--- src/rtl/apb_mp_pkg.sv ---
// apb_mp_pkg
//   Shared definitions for the multi-slave APB3 master:
//   - FSM state encoding (IDLE, SETUP, ACCESS, RESP)
//   - slv_w(): width of the slave-index field taken from the top of the address
//   - cnt_w(): width of the ACCESS wait-state counter for a given timeout
package apb_mp_pkg;

  typedef logic [1:0] apb_state_t;

  localparam apb_state_t ST_IDLE   = 2'd0;
  localparam apb_state_t ST_SETUP  = 2'd1;
  localparam apb_state_t ST_ACCESS = 2'd2;
  localparam apb_state_t ST_RESP   = 2'd3;

  // At least one index bit, even for a single slave, so the decode port
  // never collapses to zero width.
  function automatic int slv_w(input int n);
    return (n <= 1) ? 1 : $clog2(n);
  endfunction

  // Counter must hold 0..TIMEOUT-1; a disabled timeout still gets one bit.
  function automatic int cnt_w(input int t);
    return (t <= 0) ? 1 : $clog2(t + 1);
  endfunction

endpackage

--- src/rtl/apb_mp_decode.sv ---
// apb_mp_decode
//   Combinational slave decode for the APB master.
//   Ports:
//     addr_hi  in   SLV_W       upper address bits holding the slave index
//     sel      out  NUM_SLAVES  one-hot select (all zero on decode error)
//     dec_err  out  1           index points past the last slave
module apb_mp_decode #(
  parameter int NUM_SLAVES = 2,
  parameter int SLV_W      = 1
) (
  input  logic [SLV_W-1:0]      addr_hi,
  output logic [NUM_SLAVES-1:0] sel,
  output logic                  dec_err
);

  generate
    if (NUM_SLAVES == 1) begin : g_single
      // Only one target: the index bits carry no information.
      logic unused_addr_hi;
      assign unused_addr_hi = ^addr_hi;
      assign sel            = 1'b1;
      assign dec_err        = 1'b0;
    end else begin : g_multi
      // Extra leading bit so NUM_SLAVES itself fits when it is a power of two.
      assign dec_err = ({1'b0, addr_hi} >= (SLV_W+1)'(NUM_SLAVES));
      for (genvar i = 0; i < NUM_SLAVES; i++) begin : g_sel
        assign sel[i] = ~dec_err && (addr_hi == SLV_W'(i));
      end
    end
  endgenerate

endmodule

--- src/rtl/apb_master_mp.sv ---
// apb_master_mp
//   Parametrised APB3 master for a multi-slave peripheral bus. Takes single
//   read/write commands on a valid/ready port, decodes the slave from the top
//   address bits, runs SETUP/ACCESS with wait states and an optional timeout,
//   and returns data/status on a response port held until accepted.
//   Ports:
//     CLK, RST_N                clock (rising), async active-low reset
//     cmd_valid/ready           command handshake
//     cmd_write/addr/wdata      command payload
//     rsp_valid/ready           response handshake (held until rsp_ready)
//     rsp_rdata                 read data, 0 for writes and any error
//     rsp_err, rsp_timeout      error flag, and whether it came from timeout
//     PSEL/PENABLE/PWRITE/PADDR/PWDATA   APB request side
//     PRDATA/PREADY/PSLVERR     per-slave APB response side (slave i at slice i)
module apb_master_mp
  import apb_mp_pkg::*;
#(
  parameter int ADDR_W     = 9,
  parameter int DATA_W     = 8,
  parameter int NUM_SLAVES = 2,
  parameter int TIMEOUT    = 16
) (
  input  logic                         CLK,
  input  logic                         RST_N,
  input  logic                         cmd_valid,
  output logic                         cmd_ready,
  input  logic                         cmd_write,
  input  logic [ADDR_W-1:0]            cmd_addr,
  input  logic [DATA_W-1:0]            cmd_wdata,
  output logic                         rsp_valid,
  input  logic                         rsp_ready,
  output logic [DATA_W-1:0]            rsp_rdata,
  output logic                         rsp_err,
  output logic                         rsp_timeout,
  output logic [NUM_SLAVES-1:0]        PSEL,
  output logic                         PENABLE,
  output logic                         PWRITE,
  output logic [ADDR_W-1:0]            PADDR,
  output logic [DATA_W-1:0]            PWDATA,
  input  logic [NUM_SLAVES*DATA_W-1:0] PRDATA,
  input  logic [NUM_SLAVES-1:0]        PREADY,
  input  logic [NUM_SLAVES-1:0]        PSLVERR
);

  localparam int SLV_W = slv_w(NUM_SLAVES);
  localparam int CNT_W = cnt_w(TIMEOUT);
  localparam logic [CNT_W-1:0] CNT_LAST = CNT_W'((TIMEOUT > 0) ? TIMEOUT - 1 : 0);

  apb_state_t              state;
  logic [NUM_SLAVES-1:0]   sel_q;
  logic [CNT_W-1:0]        cnt;

  logic [NUM_SLAVES-1:0]   dec_sel;
  logic                    dec_err;

  logic [DATA_W-1:0]       rdata_mux;
  logic                    ready_mux;
  logic                    err_mux;
  logic                    to_hit;

  // Decode straight off the command port so the IDLE cycle can choose
  // between SETUP and an immediate error response.
  apb_mp_decode #(
    .NUM_SLAVES (NUM_SLAVES),
    .SLV_W      (SLV_W)
  ) u_decode (
    .addr_hi (cmd_addr[ADDR_W-1 -: SLV_W]),
    .sel     (dec_sel),
    .dec_err (dec_err)
  );

  // One-hot AND-OR select: anything an unselected slave drives is masked.
  always_comb begin
    rdata_mux = '0;
    for (int i = 0; i < NUM_SLAVES; i++) begin
      if (sel_q[i]) rdata_mux |= PRDATA[i*DATA_W +: DATA_W];
    end
  end

  assign ready_mux = |(PREADY & sel_q);
  assign err_mux   = |(PSLVERR & sel_q);

  // Last permitted wait cycle; constant-false when the timeout is disabled.
  assign to_hit = (TIMEOUT != 0) && (cnt == CNT_LAST);

  always_ff @(posedge CLK or negedge RST_N) begin
    if (!RST_N) begin
      state       <= ST_IDLE;
      sel_q       <= '0;
      cnt         <= '0;
      PWRITE      <= 1'b0;
      PADDR       <= '0;
      PWDATA      <= '0;
      rsp_rdata   <= '0;
      rsp_err     <= 1'b0;
      rsp_timeout <= 1'b0;
    end else begin
      case (state)
        ST_IDLE: begin
          if (cmd_valid) begin
            PADDR       <= cmd_addr;
            PWDATA      <= cmd_wdata;
            PWRITE      <= cmd_write;
            sel_q       <= dec_sel;
            cnt         <= '0;
            rsp_rdata   <= '0;
            rsp_err     <= dec_err;
            rsp_timeout <= 1'b0;
            // A bad index never touches the bus: straight to the response.
            state       <= dec_err ? ST_RESP : ST_SETUP;
          end
        end
        ST_SETUP: begin
          cnt   <= '0;
          state <= ST_ACCESS;
        end
        ST_ACCESS: begin
          // A ready on the final permitted cycle still wins over the timeout.
          if (ready_mux) begin
            rsp_rdata   <= (!PWRITE && !err_mux) ? rdata_mux : '0;
            rsp_err     <= err_mux;
            rsp_timeout <= 1'b0;
            state       <= ST_RESP;
          end else if (to_hit) begin
            rsp_rdata   <= '0;
            rsp_err     <= 1'b1;
            rsp_timeout <= 1'b1;
            state       <= ST_RESP;
          end else begin
            cnt <= cnt + 1'b1;
          end
        end
        ST_RESP: begin
          if (rsp_ready) state <= ST_IDLE;
        end
        default: state <= ST_IDLE;
      endcase
    end
  end

  // Bus strobes come from the state alone, so an async reset drops them
  // immediately and at most one PSEL bit (sel_q is one-hot) is ever high.
  assign PSEL      = (state == ST_SETUP || state == ST_ACCESS) ? sel_q : '0;
  assign PENABLE   = (state == ST_ACCESS);
  assign rsp_valid = (state == ST_RESP);
  assign cmd_ready = (state == ST_IDLE);

endmodule

--- config.mk ---
export PLATFORM = sky130hd
export DESIGN_NAME = apb_master_mp
export DESIGN_NICKNAME = d
export VERILOG_FILES = /design/src/rtl/apb_mp_pkg.sv /design/src/rtl/apb_mp_decode.sv /design/src/rtl/apb_master_mp.sv
export SDC_FILE = /design/constraint.sdc
export NUM_CORES = 1
export LEC_CHECK = 0
export ABC_AREA = 1
export BUFFER_PORTS_ARGS = -buffer_cell sky130_fd_sc_hd__buf_2
export CAP_MARGIN = 20
export CORE_MARGIN = 2
export CORE_UTILIZATION = 39
export CTS_BUF_LIST = sky130_fd_sc_hd__clkbuf_8
export CTS_CLUSTER_SIZE = 24
export DETAILED_ROUTE_END_ITERATION = 16
export PLACE_DENSITY = 0.7
export SLEW_MARGIN = 10
export SYNTH_ARGS = -nofsm -noshare
export SYNTH_HDL_FRONTEND = slang
export SYNTH_SLANG_ARGS = --single-unit
export TNS_END_PERCENT = 50
--- constraint.sdc ---
create_clock -name CLK -period 1.5 [get_ports CLK]
set_input_delay 0.15 -clock CLK [delete_from_list [all_inputs] [get_ports CLK]]
set_output_delay 0.15 -clock CLK [all_outputs]
set_load 0.03 [all_outputs]
==> impl_metrics.yaml, run 1 <==
clock_tree:
  cts_inserted_buffers: 5
  clk_pin_slew_ps: 80
  cts_tree: "yes"
  root_buffer: "clkbuf_8"
  h-tree-depth: 2
  clockBufferDepth: 2
  clk_latency_ps: 290
  clkSinkCount: 36
worst_setup_path:
  path_class: "flip-flop to flip-flop"
  worst_setup_path_start_kind: "flip-flop"
  slowest_delay_ps: 390
  cp_top_family: "simple AND/OR/NAND/NOR gates"
  cp_max_fo: 19
  critical_path_arrival_ps: 1790
  cp_cell_sequence: "ha_1, nand2_1, nor2_1, ha_2, inv_1, nand4_1, nand3_2, buf_12, nand2_1, o21ai_1"
  cp-end-kind: "flip-flop"
  cp_slowest_cell: "dfrtp_1"
  path_buf_inv: 2
  crit_top_cell: "nand2_1"
  required_ps: 1710
drt:
  final_antenna_net_count: 0
  first_pass_iters: 4
  wl_per_cell_um: 11.60
  drt-vias-per-instance: 4.617
  wirelength_um: 4211
  vias: 1676
  initialDrtViolationCount: 39
  drc: 0
floorplanning:
  die_area_um2: 5016
  fp.dieH_um: 70.83
  row_count: 24
  die_w_um: 70.83
  top_level_ports: 75
  start_util_pct: 40.28
  core_um2: 4324
outcome:
  status: "finished, violations left"
  failed_checks: "setup timing"
timing:
  slew_headroom_pct: 67.09
  setup_tns_ps: -590.3
  slew_violations: 0
  fin_hold_ws_ps: 47.75
  worstMarginPinSlew_ps: 493.7
  post-route-min-period_ps: 1576
  setup_viol: 10
  rsz0062_at_grt: "true"
  hold_viol_final: 0
  setup_slack_ps: -76.27
  period_share_pct: 105.1
  max_freq_mhz: 634.4
  skew_ps: 6.496
global_routing:
  antenna_found_initial: 0
  grt_pass1_vias: 1595
  grt_use_total_pct: 18.04
  globalRoute.totalOverflow: 0
  grt_pass1_wl_um: 7169
  grt_start_max_net_pins: 23
finish:
  finalInstanceArea_um2: 2396
  nets: 358
  final_util_pct: 55.41
  syn_to_final_growth_pct: 37.57
  antenna_cells: 0
  layout-drive-gt1-share_pct: 34.73
job:
  maxCapViolations: 0
logic_synthesis:
  synthesis.instances: 221
  syn_area_um2: 1742
  ys_seq_area_share_pct: 51.72
  yosysWarningCount: 0
  synth_area_per_cell_um2: 7.881
  synth_nets: 269
  synth_cell_types: 22
  ys_ff_latch: 36
place:
  place_area_um2: 2218
  hpwlAfterDp_um: 3052
  gp_congestion: 0.7612
  io_buffers: 74
power_and_ir_drop:
  ir_drop_v: 0.0009465
  p_per_area_nw_per_um2: 2141
  cellLeakagePower_uw: 0.001393
worst_hold_path:
  holdCritPathClass: "input port to flip-flop"
through the flow:
stage	setup WS (ps)	power, uW	instances
global route	-175.9	5546	363
finish	-76.27	5131	363
detailed placement	-74.88	4135	350
CTS	-58.49	5108	361
global placement	-35.45	4099	350
floorplan	27.08	3370	221
where the power goes:
part | internal [uW] | switching, uW | total, uW
Sequential | 1300 | 195 | 1490
Combinational | 946 | 1820 | 2770
Clock | 501 | 372 | 873
cell usage in the layout, fill, tap and decap left out:
cell	instances
ha_1	3
xor2_1	1
nand2_2	1
nand3_1	14
nand2_1	113
nor2_2	1
buf_4	15
dfrtp_1	36
or2_1	1
ha_2	2
ha_4	1
nand2_4	1
o21a_1	1
clkbuf_8	5
dlygate4sd3_1	1
or2_2	1
nor2_1	4
inv_2	4
buf_12	1
inv_6	1
buf_2	72
bufinv_16	1
clkinvlp_4	1
o21ai_1	14
nand4_1	1
inv_1	13
nand3b_1	1
nand3_2	1
worst min-delay path, cell delays in order:
cell and delay, ps:
buf_2 70, nand2_1 40, nand2_1 40
final cells by class:
cell class                      instances  area [um2]
Clock buffer                            5       68.82
Tap cell                               52       65.06
Timing Repair Buffer                   89       503.0
Inverter                               17       63.81
Clock inverter                          3       46.29
Sequential cell                        36       900.9
Fill cell                             412        1928
Multi-Input combinational cell        161       748.2
registers in the layout, indices dropped and copies added, names as in the netlist:
| signal | flops |
|---|---|
| PADDR | 9 |
| PWDATA | 8 |
| rsp_rdata | 8 |
| cnt | 5 |
| state | 2 |
| PWRITE | 1 |
| rsp_err | 1 |
| rsp_timeout | 1 |
| sel_q | 1 |
metal layers:
| metal | vias to the layer above | global-route usage (%) | wire, um |
|---|---|---|---|
| li1 | 858 | - | - |
| met1 | 756 | 24.15 | 1918 |
| met5 | - | 0 | 0 |
| met3 | 4 | 4.274 | 253 |
| met2 | 58 | 29.39 | 1996 |
| met4 | 0 | 5.241 | 42 |
cell families after synthesis:
kind of cell	count (synthesis)	synth area share, %
AO/OA/AOI/OAI	15	4.454
XOR/XNOR	1	0.5030
adder cells (fa/ha/maj)	6	4.310
buffers and inverters	24	6.609
flip-flops	36	51.72
AND/OR/NAND/NOR	139	32.40
worst paths after layout:
check / start / to / slack (ps) / cells past startpoint
min in group asynchronous: RST_N / PWDATA[7]$_DFFE_PN0P_ / 350 / 2
max: cnt[0]$_DFFE_PN0P_ / rsp_rdata[6]$_DFFE_PN0P_ / -80 / 10
min reg2reg: PADDR[1]$_DFFE_PN0P_ / PADDR[1]$_DFFE_PN0P_ / 480 / 2
max reg2reg: cnt[0]$_DFFE_PN0P_ / rsp_rdata[6]$_DFFE_PN0P_ / -80 / 10
max in group asynchronous: RST_N / rsp_rdata[5]$_DFFE_PN0P_ / 590 / 3
min: cmd_wdata[4] / PWDATA[4]$_DFFE_PN0P_ / 50 / 3
cell usage after synthesis:
master / instances / share of area [%]
buf_2: 2 / 0.57
buf_4: 2 / 0.86
buf_6: 2 / 1.3
clkbuf_1: 1 / 0.22
dfrtp_1: 36 / 52
ha_1: 6 / 4.3
inv_1: 15 / 3.2
inv_2: 2 / 0.43
nand2_1: 113 / 24
nand2_2: 2 / 0.72
nand3_1: 14 / 4.0
nand3_2: 1 / 0.57
nand3b_1: 1 / 0.43
nand4_1: 1 / 0.36
nor2_1: 4 / 0.86
nor2_2: 1 / 0.36
o21a_1: 1 / 0.43
o21ai_0: 3 / 0.86
o21ai_1: 11 / 3.2
or2_1: 1 / 0.36
or2_2: 1 / 0.36
xor2_1: 1 / 0.50
what timing repair did:
| item | 4_1_cts | 5_1_grt |
|---|---|---|
| hold buffers | 1 | 0 |
| setup buffers | 2 | 2 |
| endpoints found under the hold margin | 20 | 0 |
| cloned | 0 | 0 |
| resized for setup | 6 | 4 |
| setup endpoints to repair | 17 | 19 |
Note: power is estimated with default switching activity, not from simulation.
==> run 2: changes to the inputs <==
- ABC_AREA: 1 -> 0
- PLACE_DENSITY: 0.7 -> 0.71
==> run 2 against run 1 <==
Net effect: the flow still finishes with violations (setup timing); area after synthesis down 1.8%; die area decreased by 1.7%; critical path depth decreased by 3; first-iteration DRC count is 77% higher; maximum frequency shrank 7.5%; via count shrank 5.4%; clock skew hardly changed; combinational power grew 40%; largest power group unchanged; highest routed layer unchanged.
==> impl_metrics.yaml, run 2 <==
finish:
  final_cells: 306
  seq_area_um2: 902.1
  nets: 301
  largest_register_ffs: 9
  fillCellCount: 342
  final_util_pct: 64.54
  syn_to_final_growth_pct: 62.03
  layout-drive-gt1-share_pct: 62.99
  layout_commonest_cell: "buf_2"
  finalInstanceArea_um2: 2771
  multi_input_area_um2: 984.7
  reg_top3: "PADDR (9), PWDATA (8), rsp_rdata (8)"
  antenna_cells: 0
  largest-register: "PADDR"
  final_cell_mix: "72 x buf_2, 35 x dfrtp_1, 27 x buf_4, 19 x mux2_4, 12 x nand2_1"
drt:
  initialDrtViolationCount: 69
  wl_met3_um: 273
  top_layer_used: "met4"
  wirelength_um: 4802
  drc: 0
  first_pass_iters: 4
  wl_met2_um: 2321
  drt-vias-per-instance: 5.180
  wl_per_cell_um: 15.69
  vias: 1585
  m1WireLength_um: 2169
  final_antenna_net_count: 0
outcome:
  status: "finished, violations left"
  failed_checks: "setup timing"
global_routing:
  grt_start_max_net_pins: 37
  grt_use_total_pct: 19.03
  antenna_found_initial: 0
  globalRoute.totalOverflow: 0
  grt_pass1_wl_um: 7465
  grt_pass1_vias: 1591
timing:
  fin_hold_ws_ps: 40.97
  max_freq_mhz: 586.6
  rsz0062_at_grt: "true"
  setup_viol: 36
  hold_viol_final: 0
  slew_headroom_pct: 69.30
  period_share_pct: 113.6
  post-route-min-period_ps: 1705
  worstMarginPinSlew_ps: 460.5
  slew_violations: 0
  skew_ps: 6.003
  setup_slack_ps: -204.7
place:
  hpwlAfterDp_um: 3125
  place_inst: 287
  gp_congestion: 0.7729
  io_buffers: 74
  place_area_um2: 2350
worst_setup_path:
  worst_setup_path_start_kind: "flip-flop"
  required_ps: 1680
  cp-startpoint: "cnt[0]$_DFFE_PN0P_"
  cp_max_fo: 4
  cp-end-kind: "flip-flop"
  path_class: "flip-flop to flip-flop"
  r2r_start: "cnt[0]$_DFFE_PN0P_"
  critical_path_arrival_ps: 1880
logic_synthesis:
  yosysMostFrequentCell: "dfrtp_1"
  synth_edf_count: 0
  synth_area_leaders: "dfrtp_1 53%, mux2_2 12%, ha_1 4.4%"
  synth_nets: 195
  synthTopCellsByCount: "36 x dfrtp_1, 18 x mux2_2, 14 x nand2_1"
  ys_ff_latch: 36
  synthesis.instances: 147
  synth_top_area_share_pct: 52.67
  ys_seq_area_share_pct: 52.67
  synthFlopType: "dfrtp_1"
  synth_area_leader_cell: "dfrtp_1"
  async_reset_ff_share_pct: 100.0
  synth_area_per_cell_um2: 11.64
  yosysWarningCount: 0
  syn_area_um2: 1710
  synth_cell_types: 34
job:
  maxCapViolations: 0
power_and_ir_drop:
  seqPwrFrac_pct: 25.2
  clockPowerShare_pct: 13.5
  report.power.total_uw: 6339
  ir_drop_v: 0.001286
  p_per_area_nw_per_um2: 2287
  comb_power_share_pct: 61.3
  switching_share_pct: 42.88
  internal-power_uw: 3621
  cellLeakagePower_uw: 0.001383
  switchingPower_uw: 2718
worst_hold_path:
  min_from: "cmd_addr[8]"
  holdCritPathClass: "input port to flip-flop"
floorplanning:
  start_util_pct: 39.83
  fp.dieH_um: 70.23
  die_area_um2: 4932
  die_w_um: 70.23
  top_level_ports: 75
  row_count: 24
  core_um2: 4294
clock_tree:
  clkSinkCount: 36
  clk_latency_ps: 290
  root_buffer: "clkbuf_8"
  h-tree-depth: 2
  clk_pin_slew_ps: 80
  cts_inserted_buffers: 5
  clockBufferDepth: 2
  cts_tree: "yes"
run 2: cell count changes in the layout (fill, tap and decap cells not counted), sizes merged, moves of 3 or more:
cell   before  now
mux2        0   19
a21oi       0    8
buf        88  103
and2        0    3
o31ai       0    9
o22ai       0    3
a22o        0    4
inv        18    6
nand2     115   14
a22oi       0    9
nor2        5    2
nand3      15    1
o21ai      14    4
run 2: power by group through the flow:
stage               logic (uW)  registers, uW  clock network [uW]
floorplan                 1470           2120                   0
finish                    3890           1600                 855
global placement          3030           1570                   0
global route              4110           1630                 919
CTS                       3400           1570                 879
detailed placement        3090           1580                   0
run 2: logic make-up after synthesis:
| family | Yosys count | synth area share (%) |
|---|---|---|
| DFF | 36 | 52.67 |
| and+or+nand+nor | 29 | 8.340 |
| adders and majority gates | 6 | 4.389 |
| buffers and inverters | 13 | 3.511 |
| AOI/OAI and AO/OA | 43 | 18.00 |
| muxes | 20 | 13.09 |
run 2: what timing repair did:
item,CTS,global route
pin swaps,7,8
endpoints found under the setup margin,36,39
cloned,0,2
setup buffers,6,2
resized for setup,13,36
hold buffers,1,0
hold endpoints to repair,36,0
run 2: worst paths after layout:
kind | endpoint | slack, ps | cells after the start
max | state[1]$_DFFE_PN0P_ | -200 | 7
min | sel_q[0]$_DFFE_PN0P_ | 40 | 2
max reg2reg | state[1]$_DFFE_PN0P_ | -200 | 7
min reg2reg | rsp_rdata[7]$_DFFE_PN0P_ | 480 | 2
max in group asynchronous | PADDR[8]$_DFFE_PN0P_ | 730 | 3
min in group asynchronous | rsp_rdata[6]$_DFFE_PN0P_ | 430 | 3
run 2: through the flow:
stage / setup slack, ps / setup TNS (ps)
floorplan: -167.6 / -2326
global placement: -171.2 / -1407
detailed placement: -216.6 / -2266
CTS: -170.4 / -3277
global route: -254.5 / -4268
finish: -204.7 / -2612
run 2: metal layers:
layer / global-route usage, % / vias to the layer above
li1: - / 748
met1: 26.12 / 779
met2: 28.83 / 54
met3: 5.772 / 4
met4: 6.197 / 0
met5: 0 / -
run 2: area by class of cell:
type	instances	share of cell area (%)
multi-input cells	98	35.53
flip-flops and latches	36	32.55
repair buffers	106	24.74
clock buffers	5	2.483
well taps	52	2.348
clock inverters	3	1.535
inverters	6	0.8126
run 2: worst max-delay path: stages (launching register included):
cell and delay, ps:
dfrtp_1 380, ha_2 190, and3_4 180, ha_4 170, nand2b_4 160, o22ai_4 140, nor2_4 70, mux2_4 300
==> run 3: changes to the inputs <==
- SETUP_SLACK_MARGIN: unset -> 0.02
==> run 3 against run 2 <==
Net effect: the run still ends with setup timing left; flip-flop and latch count is the same; core utilization did not move; maximum frequency increased by 3.2%; clock skew increased by 1.1 ps; sequential power about the same; critical path depth is the same; combinational power decreased by 2%; non-clock buffer count unchanged; hold slack worse by 4.1 ps; critical path type unchanged; critical endpoint unchanged; largest cell class unchanged; largest power group unchanged.
==> impl_metrics.yaml, run 3 (synthesized netlist as in run 2, its figures left out) <==
drt:
  wl_met2_um: 2131
  drc: 0
  drt-vias-per-instance: 5.147
  initialDrtViolationCount: 34
  wirelength_um: 4452
  wl_per_cell_um: 14.55
  vias: 1575
  m1WireLength_um: 2003
  wl_met3_um: 275
  first_pass_iters: 4
  top_layer_used: "met4"
  final_antenna_net_count: 0
place:
  gp_congestion: 0.8016
  io_buffers: 74
  place_area_um2: 2357
  pre_cts_ws_ps: -250.2
  hpwlAfterDp_um: 2970
worst_setup_path:
  cp_max_fo: 3
  worst_setup_path_start_kind: "flip-flop"
  cp_slowest_cell: "dfrtp_1"
  path_class: "flip-flop to flip-flop"
  slowest_delay_ps: 390
  cp-end-kind: "flip-flop"
  critical_path_arrival_ps: 1840
  cp_cell_sequence: "ha_2, and3_4, ha_4, nand2b_4, o22ai_4, nor2_2, mux2_4"
  required_ps: 1680
finish:
  seq_area_um2: 902.1
  layout_commonest_cell: "buf_2"
  reg_top3: "PADDR (9), PWDATA (8), rsp_rdata (8)"
  layout-drive-gt1-share_pct: 65.75
  finalInstanceArea_um2: 2771
  fillCellCount: 331
  nets: 301
  final_cell_mix: "70 x buf_2, 35 x dfrtp_1, 27 x buf_4, 19 x mux2_4, 9 x a22oi_1"
  antenna_cells: 0
  syn_to_final_growth_pct: 62.03
  multi_input_area_um2: 968.4
  largest-register: "PADDR"
  largest_register_ffs: 9
worst_hold_path:
  holdCritPathClass: "input port to flip-flop"
power_and_ir_drop:
  cellLeakagePower_uw: 0.001383
  ir_drop_v: 0.001384
  p_per_area_nw_per_um2: 2258
floorplanning:
  row_count: 24
  die_w_um: 70.23
  fp.dieH_um: 70.23
  core_um2: 4294
  top_level_ports: 75
  start_util_pct: 39.83
  die_area_um2: 4932
clock_tree:
  cts_tree: "yes"
  clk_pin_slew_ps: 80
  root_buffer: "clkbuf_8"
  cts_inserted_buffers: 5
  clockBufferDepth: 2
  h-tree-depth: 2
  clk_latency_ps: 290
  clkSinkCount: 36
timing:
  slew_violations: 0
  setup_slack_ps: -151.9
  rsz0062_at_grt: "true"
  slew_headroom_pct: 70.14
  post-route-min-period_ps: 1652
  skew_ps: 7.131
  hold_viol_final: 0
  worstMarginPinSlew_ps: 448.0
  max_freq_mhz: 605.4
  period_share_pct: 110.1
  setup_viol: 17
global_routing:
  globalRoute.totalOverflow: 0
  grt_pass1_wl_um: 6913
  grt_use_total_pct: 17.81
  antenna_found_initial: 0
  grt_start_max_net_pins: 37
  grt_pass1_vias: 1562
outcome:
  failed_checks: "setup timing"
  status: "finished, violations left"
job:
  maxCapViolations: 0
## run 3: cell types whose count changed in the layout (fill, tap and decap cells not counted), moves of 2 or more
cell / delta
o31ai_1: -2
buf_2: -2
o22ai_2: -2
and2_4: +2
o31ai_2: +2
o22ai_1: +2
nand2_1: -5
nand2_2: +6
buf_6: +2
and2_1: -2
## run 3: area by class of cell
class                   instances  area share [%]
flip-flops and latches         36           32.55
clock buffers                   5           2.483
inverters                       6          0.8126
repair buffers                106           25.19
clock inverters                 3           1.670
multi-input cells              98           34.94
well taps                      52           2.348
## run 3: worst paths after layout
path                                           endpoint                 from  depth (start not counted)  slack [ps]
worst max-delay path               state[1]$_DFFE_PN0P_   cnt[1]$_DFFE_PN0P_                          7        -150
min in group asynchronous       rsp_timeout$_DFFE_PN0P_                RST_N                          3         420
worst min-delay path               sel_q[0]$_DFFE_PN0P_          cmd_addr[8]                          2          40
max in group asynchronous          state[1]$_DFFE_PN0P_                RST_N                          3         750
worst min register to register      rsp_err$_DFFE_PN0P_  rsp_err$_DFFE_PN0P_                          2         470
worst max register to register     state[1]$_DFFE_PN0P_   cnt[1]$_DFFE_PN0P_                          7        -150
## run 3: power breakdown
group / switching [uW] / internal, uW / total, uW
clock network: 370 / 500 / 870
registers: 244 / 1330 / 1570
logic: 2030 / 1790 / 3810
total: 2640 / 3620 / 6260
## run 3: worst max-delay path, delay by kind of cell (launching register included)
kind	cells	cell delay (ps)
muxes	1	290
adders and majority gates	2	350
AOI/OAI and AO/OA	1	120
and+or+nand+nor	3	380
DFF	1	390
## run 3: routing by layer
| layer | vias to the layer above | track usage [%] |
|---|---|---|
| met1 | 765 | 22.79 |
| met3 | 5 | 5.483 |
| met2 | 53 | 29.04 |
| met5 | - | 0 |
| li1 | 752 | - |
| met4 | 0 | 5.342 |
## run 3: per-stage QoR
stage                     setup TNS (ps)  hold WS (ps)  total power, uW  util [%]  cells
final                              -1731         36.84             6257     64.54    306
after global routing               -3158         23.74             6615     64.54    306
after CTS                          -2699         21.99             5689     58.92    300
after detailed placement           -2524         212.7             4667     54.90    288
after global placement             -1676         218.0             4632     54.90    288
after floorplan                    -2516        -145.6             3600         -    147
## run 3: what timing repair did
action / in CTS / in global routing
endpoints found under the hold margin: 36 / 0
cloned: 0 / 2
setup endpoints to repair: 37 / 39
hold buffers: 1 / 0
pin swaps: 5 / 5
setup buffers: 3 / 4
gates resized for setup: 6 / 52
